===== config.mk =====
export PLATFORM = sky130hd
export DESIGN_NAME = i2c_byte_ctrl
export DESIGN_NICKNAME = d
export VERILOG_FILES = /design/src/rtl/i2c_byte_ctrl.sv
export SDC_FILE = /design/constraint.sdc
export NUM_CORES = 1
export LEC_CHECK = 0
export CORE_MARGIN = 3
export CORE_UTILIZATION = 50
export CTS_BUF_LIST = sky130_fd_sc_hd__clkbuf_4
export DETAILED_ROUTE_END_ITERATION = 7
export PLACE_DENSITY = 0.74
export SYNTH_ARGS = -nofsm -noshare
export SYNTH_HDL_FRONTEND = slang
export SYNTH_SLANG_ARGS = --single-unit

===== constraint.sdc =====
create_clock -name clk -period 3 [get_ports clk]
set_input_delay 0.6 -clock clk [delete_from_list [all_inputs] [get_ports clk]]
set_output_delay 0.6 -clock clk [all_outputs]
set_load 0.01 [all_outputs]

===== src/rtl/i2c_byte_ctrl.sv =====
// Byte-level I2C sequencer: expands host byte commands into START / 8 data bits + ACK / STOP
// strobes for i2c_phy, collects read data and ACK status, and aborts on a stalled PHY.
module i2c_byte_ctrl #(
    parameter int unsigned WDOG_CYCLES = 65535,
    parameter int unsigned WDOG_W      = 16
) (
    input  logic       clk,
    input  logic       rst,
    input  logic       cmd_valid,
    output logic       cmd_ready,
    input  logic       cmd_start,
    input  logic       cmd_write,
    input  logic       cmd_read,
    input  logic       cmd_stop,
    input  logic       cmd_nack,
    input  logic [7:0] data_in,
    output logic [7:0] data_out,
    output logic       ack_err,
    output logic       cmd_err,
    output logic       done,
    output logic       busy,
    output logic       phy_start_bit,
    output logic       phy_stop_bit,
    output logic       phy_write_bit,
    output logic       phy_read_bit,
    output logic       phy_tx_data,
    input  logic       phy_busy,
    input  logic       phy_rx_data
);

    typedef enum logic [2:0] {
        S_IDLE,
        S_START,
        S_WR_BIT,
        S_WR_ACKRD,
        S_RD_BIT,
        S_RD_ACKWR,
        S_STOP,
        S_DONE
    } state_t;

    typedef enum logic [1:0] {
        PH_STROBE,
        PH_SKIP,
        PH_WAIT
    } phase_t;

    localparam logic [WDOG_W-1:0] WDOG_LIMIT = WDOG_W'(WDOG_CYCLES);

    state_t              r_state;
    state_t              w_next;
    phase_t              r_phase;
    logic                r_ready;
    logic                r_cmd_write;
    logic                r_cmd_read;
    logic                r_cmd_stop;
    logic                r_cmd_nack;
    logic [7:0]          r_shift;
    logic [2:0]          r_bit_cnt;
    logic [WDOG_W-1:0]   r_wdog;
    logic [7:0]          r_data_out;
    logic                r_ack_err;
    logic                r_cmd_err;

    logic                w_accept;
    logic                w_illegal;
    logic                w_bitop;
    logic                w_strobe;
    logic                w_complete;
    logic                w_wdog_trip;
    logic                w_load_dout;

    assign w_accept    = cmd_valid && r_ready;
    assign w_illegal   = cmd_write && cmd_read;
    assign w_bitop     = (r_state != S_IDLE) && (r_state != S_DONE);
    assign w_strobe    = w_bitop && (r_phase == PH_STROBE) && !phy_busy;
    assign w_complete  = w_bitop && (r_phase == PH_WAIT) && !phy_busy;
    assign w_wdog_trip = w_bitop && phy_busy && (r_wdog >= WDOG_LIMIT);
    // Read data is published on the edge entering DONE so it is valid during the done pulse.
    assign w_load_dout = w_bitop && !w_wdog_trip && (w_next == S_DONE) && r_cmd_read;

    always_ff @(posedge clk or posedge rst) begin
        if (rst) begin
            r_state <= S_IDLE;
        end else begin
            r_state <= w_next;
        end
    end

    always_comb begin
        w_next = r_state;
        case (r_state)
            S_IDLE: begin
                if (w_accept) begin
                    if (w_illegal)      w_next = S_DONE;
                    else if (cmd_start) w_next = S_START;
                    else if (cmd_write) w_next = S_WR_BIT;
                    else if (cmd_read)  w_next = S_RD_BIT;
                    else if (cmd_stop)  w_next = S_STOP;
                    else                w_next = S_DONE;
                end
            end
            S_DONE: w_next = S_IDLE;
            default: begin
                if (w_wdog_trip) begin
                    w_next = S_DONE;
                end else if (w_complete) begin
                    case (r_state)
                        S_START: begin
                            if (r_cmd_write)     w_next = S_WR_BIT;
                            else if (r_cmd_read) w_next = S_RD_BIT;
                            else if (r_cmd_stop) w_next = S_STOP;
                            else                 w_next = S_DONE;
                        end
                        S_WR_BIT: w_next = (r_bit_cnt == 3'd0) ? S_WR_ACKRD : S_WR_BIT;
                        S_RD_BIT: w_next = (r_bit_cnt == 3'd0) ? S_RD_ACKWR : S_RD_BIT;
                        S_WR_ACKRD, S_RD_ACKWR: w_next = r_cmd_stop ? S_STOP : S_DONE;
                        default: w_next = S_DONE;
                    endcase
                end
            end
        endcase
    end

    always_ff @(posedge clk or posedge rst) begin
        if (rst) begin
            r_phase     <= PH_STROBE;
            r_ready     <= 1'b0;
            r_cmd_write <= 1'b0;
            r_cmd_read  <= 1'b0;
            r_cmd_stop  <= 1'b0;
            r_cmd_nack  <= 1'b0;
            r_shift     <= '0;
            r_bit_cnt   <= '0;
            r_wdog      <= '0;
            r_data_out  <= '0;
            r_ack_err   <= 1'b0;
            r_cmd_err   <= 1'b0;
        end else begin
            r_ready <= (w_next == S_IDLE);

            if (!w_bitop || w_complete || w_wdog_trip) begin
                r_phase <= PH_STROBE;
            end else if (w_strobe) begin
                r_phase <= PH_SKIP;
            end else if (r_phase == PH_SKIP) begin
                r_phase <= PH_WAIT;
            end

            if (!w_bitop || w_strobe || w_complete) begin
                r_wdog <= '0;
            end else if (phy_busy && (r_wdog < WDOG_LIMIT)) begin
                r_wdog <= r_wdog + 1'b1;
            end

            if (w_accept) begin
                r_cmd_write <= cmd_write;
                r_cmd_read  <= cmd_read;
                r_cmd_stop  <= cmd_stop;
                r_cmd_nack  <= cmd_nack;
                r_shift     <= data_in;
                r_bit_cnt   <= 3'd7;
                r_ack_err   <= 1'b0;
                r_cmd_err   <= w_illegal;
            end else if (w_wdog_trip) begin
                r_cmd_err <= 1'b1;
            end else if (w_complete) begin
                case (r_state)
                    S_WR_BIT: begin
                        r_shift   <= {r_shift[6:0], 1'b0};
                        r_bit_cnt <= r_bit_cnt - 3'd1;
                    end
                    S_RD_BIT: begin
                        r_shift   <= {r_shift[6:0], phy_rx_data};
                        r_bit_cnt <= r_bit_cnt - 3'd1;
                    end
                    S_WR_ACKRD: r_ack_err <= phy_rx_data;
                    default: ;
                endcase
            end

            if (w_load_dout) begin
                r_data_out <= r_shift;
            end
        end
    end

    assign cmd_ready     = r_ready;
    assign data_out      = r_data_out;
    assign ack_err       = r_ack_err;
    assign cmd_err       = r_cmd_err;
    assign done          = (r_state == S_DONE);
    assign busy          = (r_state != S_IDLE);
    assign phy_start_bit = w_strobe && (r_state == S_START);
    assign phy_stop_bit  = w_strobe && (r_state == S_STOP);
    assign phy_write_bit = w_strobe && ((r_state == S_WR_BIT) || (r_state == S_RD_ACKWR));
    assign phy_read_bit  = w_strobe && ((r_state == S_RD_BIT) || (r_state == S_WR_ACKRD));
    assign phy_tx_data   = (r_state == S_WR_BIT)   ? r_shift[7] :
                           (r_state == S_RD_ACKWR) ? r_cmd_nack : 1'b0;

endmodule

==> results.md, run 1 <==
GRT:
- The final global-route overflow total is 0.
- The number of antenna violations at the first check in global routing came to 0.
- The highest-utilization routing layer at the global route stage is met2.
- The first global-routing pass estimated 8330 um of wire.
- The via count of the first global-routing pass is 1,807.
- The global-route track usage on met2 is 29.0%.
- For this run, the total global-route usage over all layers was measured as 17.4%.
- The largest net degree at the start of global routing is 30.
- The met3 usage in global routing is 3.55%.
- In the global route stage, met1 resource usage came out at 23.4%.

Placed design:
- Buffers placed on the I/O ports in this run total 35.
- At the end of routability-driven placement, the weighted congestion stood at 0.905.
- Once placement finished, the instance area stood at 2890 sq um.
- The HPWL after detailed placement is 3580 um.

Route:
- The routed layout has 1,907 vias.
- After detailed routing, the number of remaining DRC violations is 0.
- The detail route stage leaves a number of antenna-violating nets equal to 0.
- The first detailed-routing pass took 4 iterations.
- The routed design has 4830 um of wire.
- The via density per instance is 5.43.
- In this run, the number of DRC markers left after iteration 0 of detailed routing was 95.
- After detailed routing, the average wire length per cell comes to 13.8 um.

Yosys:
- By count the netlist is led by sky130_fd_sc_hd__dfrtp_1, sky130_fd_sc_hd__nor2_1, sky130_fd_sc_hd__nand2_1, sky130_fd_sc_hd__a21oi_1, sky130_fd_sc_hd__o21ai_0.
- The share of synthesized registers carrying an async set or reset is 100%.
- Sequential elements use 48.1% of the synthesized area.
- A synthesized cell averages 9.95 sq um.
- The net count after synthesis is 267.
- The dominant cell by count in the synthesized netlist is sky130_fd_sc_hd__dfrtp_1.
- The prevailing post-synth register cell is sky130_fd_sc_hd__dfrtp_1.
- The post-synthesis cell count is 246.
- For this run, the number of Yosys warnings is 0.
- After synthesis, the largest area contributor takes up 48.1% of total cell area.
- The number of storage elements in the synthesis netlist is 47.
- Counting flops with a built-in enable in the synthesized netlist gives 0.
- After synthesis, the cell types taking the most area are sky130_fd_sc_hd__dfrtp_1, sky130_fd_sc_hd__nor2_1, sky130_fd_sc_hd__mux2_4.
- The biggest area contributor in the post-synthesis netlist is sky130_fd_sc_hd__dfrtp_1.
- The synthesized area is 2450 sq um.
- The count of distinct cell types in the synthesized netlist is 44.

Pwr:
- The net switching power is 790 uW.
- The sequential share of power is 46.2%.
- The maximum vdd drop is 0.000460 V.
- Combinational logic is responsible for 41.0% of the overall power.
- The leakage power total is 0.00124 uW.
- In this run the power density over the cells is 738 nW/um^2.
- The fraction of power spent switching nets is 36.5%.
- The share of power burned in the clock network is 12.8%.
- The cell internal power dissipation is 1370 uW.
- The total power draw is 2160 uW.

Critical path:
- In this design, the stage delay of the slowest critical-path cell is 0.57 ns.
- The cell count of the worst reg-to-reg path is 7.
- The family with the most delay on the worst path is buffers and inverters.
- The largest fanout of any net on the critical path is 5.
- The signal on the critical path passes through clkdlybuf4s50_1 > or3_1 > nor3_1 > clkdlybuf4s50_1.
- The count of buffer and inverter cells on the critical path is 2.
- STA puts the critical path data required time at 2.40 ns.
- The slowest stage of the critical path belongs to the cell sky130_fd_sc_hd__clkdlybuf4s50_1.
- The endpoint of the worst register-to-register path is data_out[2]$_DFFE_PP0P_.
- The most frequent cell on the critical path is sky130_fd_sc_hd__clkdlybuf4s50_1.
- The worst setup path is launched from a primary input.
- In this run the critical register-to-register path is launched from r_state[2]$_DFF_PP0_.
- The data arrival time at the worst-slack endpoint is 2.32 ns.
- The worst register-to-register path has a setup slack of 0.52 ns.
- The setup path with the least slack is of type in2out.
- The category of the worst setup path capture point is an output pin.

STA:
- The share of the clock period used by the worst path is 97.4%.
- The number of pins with negative max-slew slack in the final report came to 0.
- Setup repair after global routing left no endpoint under its margin.
- The final count of hold timing violations was 0.
- The number of setup violations in the final report is 0.
- Static timing analysis puts the maximum clock frequency at 0.342 GHz.
- The worst-case headroom to the max-slew limit is 48.2%.
- Final hold analysis gives a worst-case slack of 0.526 ns.
- The slew at the pin closest to its max-slew limit is 0.772 ns.
- Subtracting the final worst setup slack from the clock period gives 2.92 ns.
- Between clock sinks in the finished design, the worst skew comes to 0.0106 ns.
- The setup total negative slack is 0 ns.

CTS:
- The count of hold buffers inserted by post-cts repair is 0.
- After clock tree synthesis, the clock-pin slew on the worst setup and hold paths is 0.12 ns.
- The clock latency on the worst-skew pair is 0.35 ns.
- The clock tree synthesis step divided the H-tree into 2 levels.
- The clock net sink count is 47.
- Once the clock tree was built, the setup fixing pass inserted 0 buffers.
- The number of cells upsized or downsized after cts is 0.
- The number of buffers created by CTS is 5.
- The maximum count of clock buffers along a single path is 2.
- The tree is rooted in a sky130_fd_sc_hd__clkbuf_4.
- The TritonCTS clock tree is built.

Layout:
- The antenna cell count is 0.
- The final-stage net count is 308.
- Once layout is done, the placed cells without fillers occupy 2930 sq um.
- The share of final-layout standard cells stronger than drive strength 1 is 12.2%.
- Compared with the post-synthesis result, the final layout area differs by 19.8%.

Die:
- The total I/O pin count is 36.
- In this run the horizontal extent of the chip is 76.0 um.
- The floorplan has 24 rows.
- The die covers 5770 sq um.
- In this run the standard cell core region covers 4530 sq um.
- The die is 76.0 um tall.
- The initial utilization of the core area, before any placement, comes to 54.0%.

Worst hold path:
- The path with the worst hold slack has its endpoint at data_out[5]$_DFFE_PP0P_.
- Counting instances, the worst hold path has a depth of 1.
- The start point of the worst min-delay path is data_out[5]$_DFFE_PP0P_.
- The path class of the tightest hold or removal check is reg2reg.

Job:
- The tool flagged a number of max-cap violations equal to 0.

Run status:
- The flow ran to the end, and the final reports show no timing, DRC or antenna violations.
==> how the worst max path moves through the flow <==
| stage | start | endpoint | slack, ns | depth (start not counted) |
|---|---|---|---|---|
| 2_1_floorplan | cmd_read | data_out[0]$_DFFE_PP0P_ | 0.77 | 7 |
| 3_3_place_gp | cmd_read | data_out[7]$_DFFE_PP0P_ | 0.08 | 7 |
| 4_1_cts | phy_busy | phy_stop_bit | 0.06 | 4 |
| 3_5_place_dp | cmd_read | data_out[1]$_DFFE_PP0P_ | 0.04 | 7 |
| 6_report | phy_busy | phy_stop_bit | 0.08 | 4 |
| 5_1_grt | phy_busy | phy_stop_bit | 0.01 | 4 |
==> layer usage <==
layer | part of all wire, % | wire length (um)
met3 | 3.9 | 190
met2 | 47 | 2290
met4 | 0.72 | 35
met1 | 48 | 2310
met5 | 0 | 0
==> power groups by stage <==
stage / Combinational [uW] / Sequential (uW) / Clock, uW
4_1_cts: 897 / 999 / 287
3_5_place_dp: 892 / 1010 / 0
6_report: 887 / 1000 / 277
3_3_place_gp: 880 / 1010 / 0
5_1_grt: 976 / 1030 / 314
2_1_floorplan: 573 / 973 / 0
==> cells in the final DEF (no fill, tap or decap), types with 3 or more instances in the layout <==
cell type                         instances
sky130_fd_sc_hd__dfrtp_1                 47
sky130_fd_sc_hd__clkdlybuf4s50_1         35
sky130_fd_sc_hd__nor2_1                  33
sky130_fd_sc_hd__nand2_1                 22
sky130_fd_sc_hd__a21oi_1                 16
sky130_fd_sc_hd__o21ai_0                 13
sky130_fd_sc_hd__nand3_1                 10
sky130_fd_sc_hd__mux2i_1                 10
sky130_fd_sc_hd__buf_4                    9
sky130_fd_sc_hd__mux2_4                   8
sky130_fd_sc_hd__inv_1                    6
sky130_fd_sc_hd__or3_1                    6
sky130_fd_sc_hd__nor3_1                   6
sky130_fd_sc_hd__xor2_1                   6
sky130_fd_sc_hd__clkbuf_4                 6
sky130_fd_sc_hd__nand2b_1                 5
sky130_fd_sc_hd__nand4_1                  5
sky130_fd_sc_hd__xnor2_1                  5
sky130_fd_sc_hd__mux2_2                   4
sky130_fd_sc_hd__a31oi_1                  3
sky130_fd_sc_hd__nor2b_1                  3
sky130_fd_sc_hd__ha_1                     3
==> logic make-up after synthesis <==
family | count (synthesis) | synth area share, %
xor gates and xnor gates | 11 | 3.94
buffers and inverters | 18 | 3.68
muxes | 22 | 10.8
adders and majority gates | 3 | 1.53
AOI/OAI and AO/OA | 44 | 10.9
and+or+nand+nor | 101 | 21.0
DFF | 47 | 48.1
==> flip-flops by register name, summed over array words and instances, names as in the netlist <==
signal	count
r_wdog	16
data_out	8
r_shift	8
r_bit_cnt	3
r_state	3
r_phase	2
ack_err	1
cmd_err	1
cmd_ready	1
r_cmd_nack	1
r_cmd_read	1
r_cmd_stop	1
r_cmd_write	1
==> layout make-up <==
cell class / instances / area, sq um
fill: 378 / 1600
multi-input combinational: 181 / 1180
sequential: 47 / 1180
timing repair buffer: 44 / 418
tap: 65 / 81.3
clock buffer: 6 / 45.0
inverter: 8 / 30.0
==> per-stage QoR <==
stage / std cells / utilization [%] / worst slack [ns]
floorplan: 246 / - / 0.767
detailed placement: 345 / 63.7 / 0.0439
global placement: 345 / 63.7 / 0.0793
finish: 351 / 64.7 / 0.0776
CTS: 351 / 64.7 / 0.0636
global route: 351 / 64.7 / 0.0123
Power figures use the tool's default switching activity.
==> run 2: changes to the inputs <==
SKIP_LAST_GASP = 1   (was unset)
==> results of run 2 <==
No change in the layout: final DEF, timing and power equal those of run 1.
==> run 3: changes to the inputs <==
SKIP_CTS_REPAIR_TIMING = 1   (was unset)
==> results of run 3 <==
No change in the layout: final DEF, timing and power equal those of run 1.
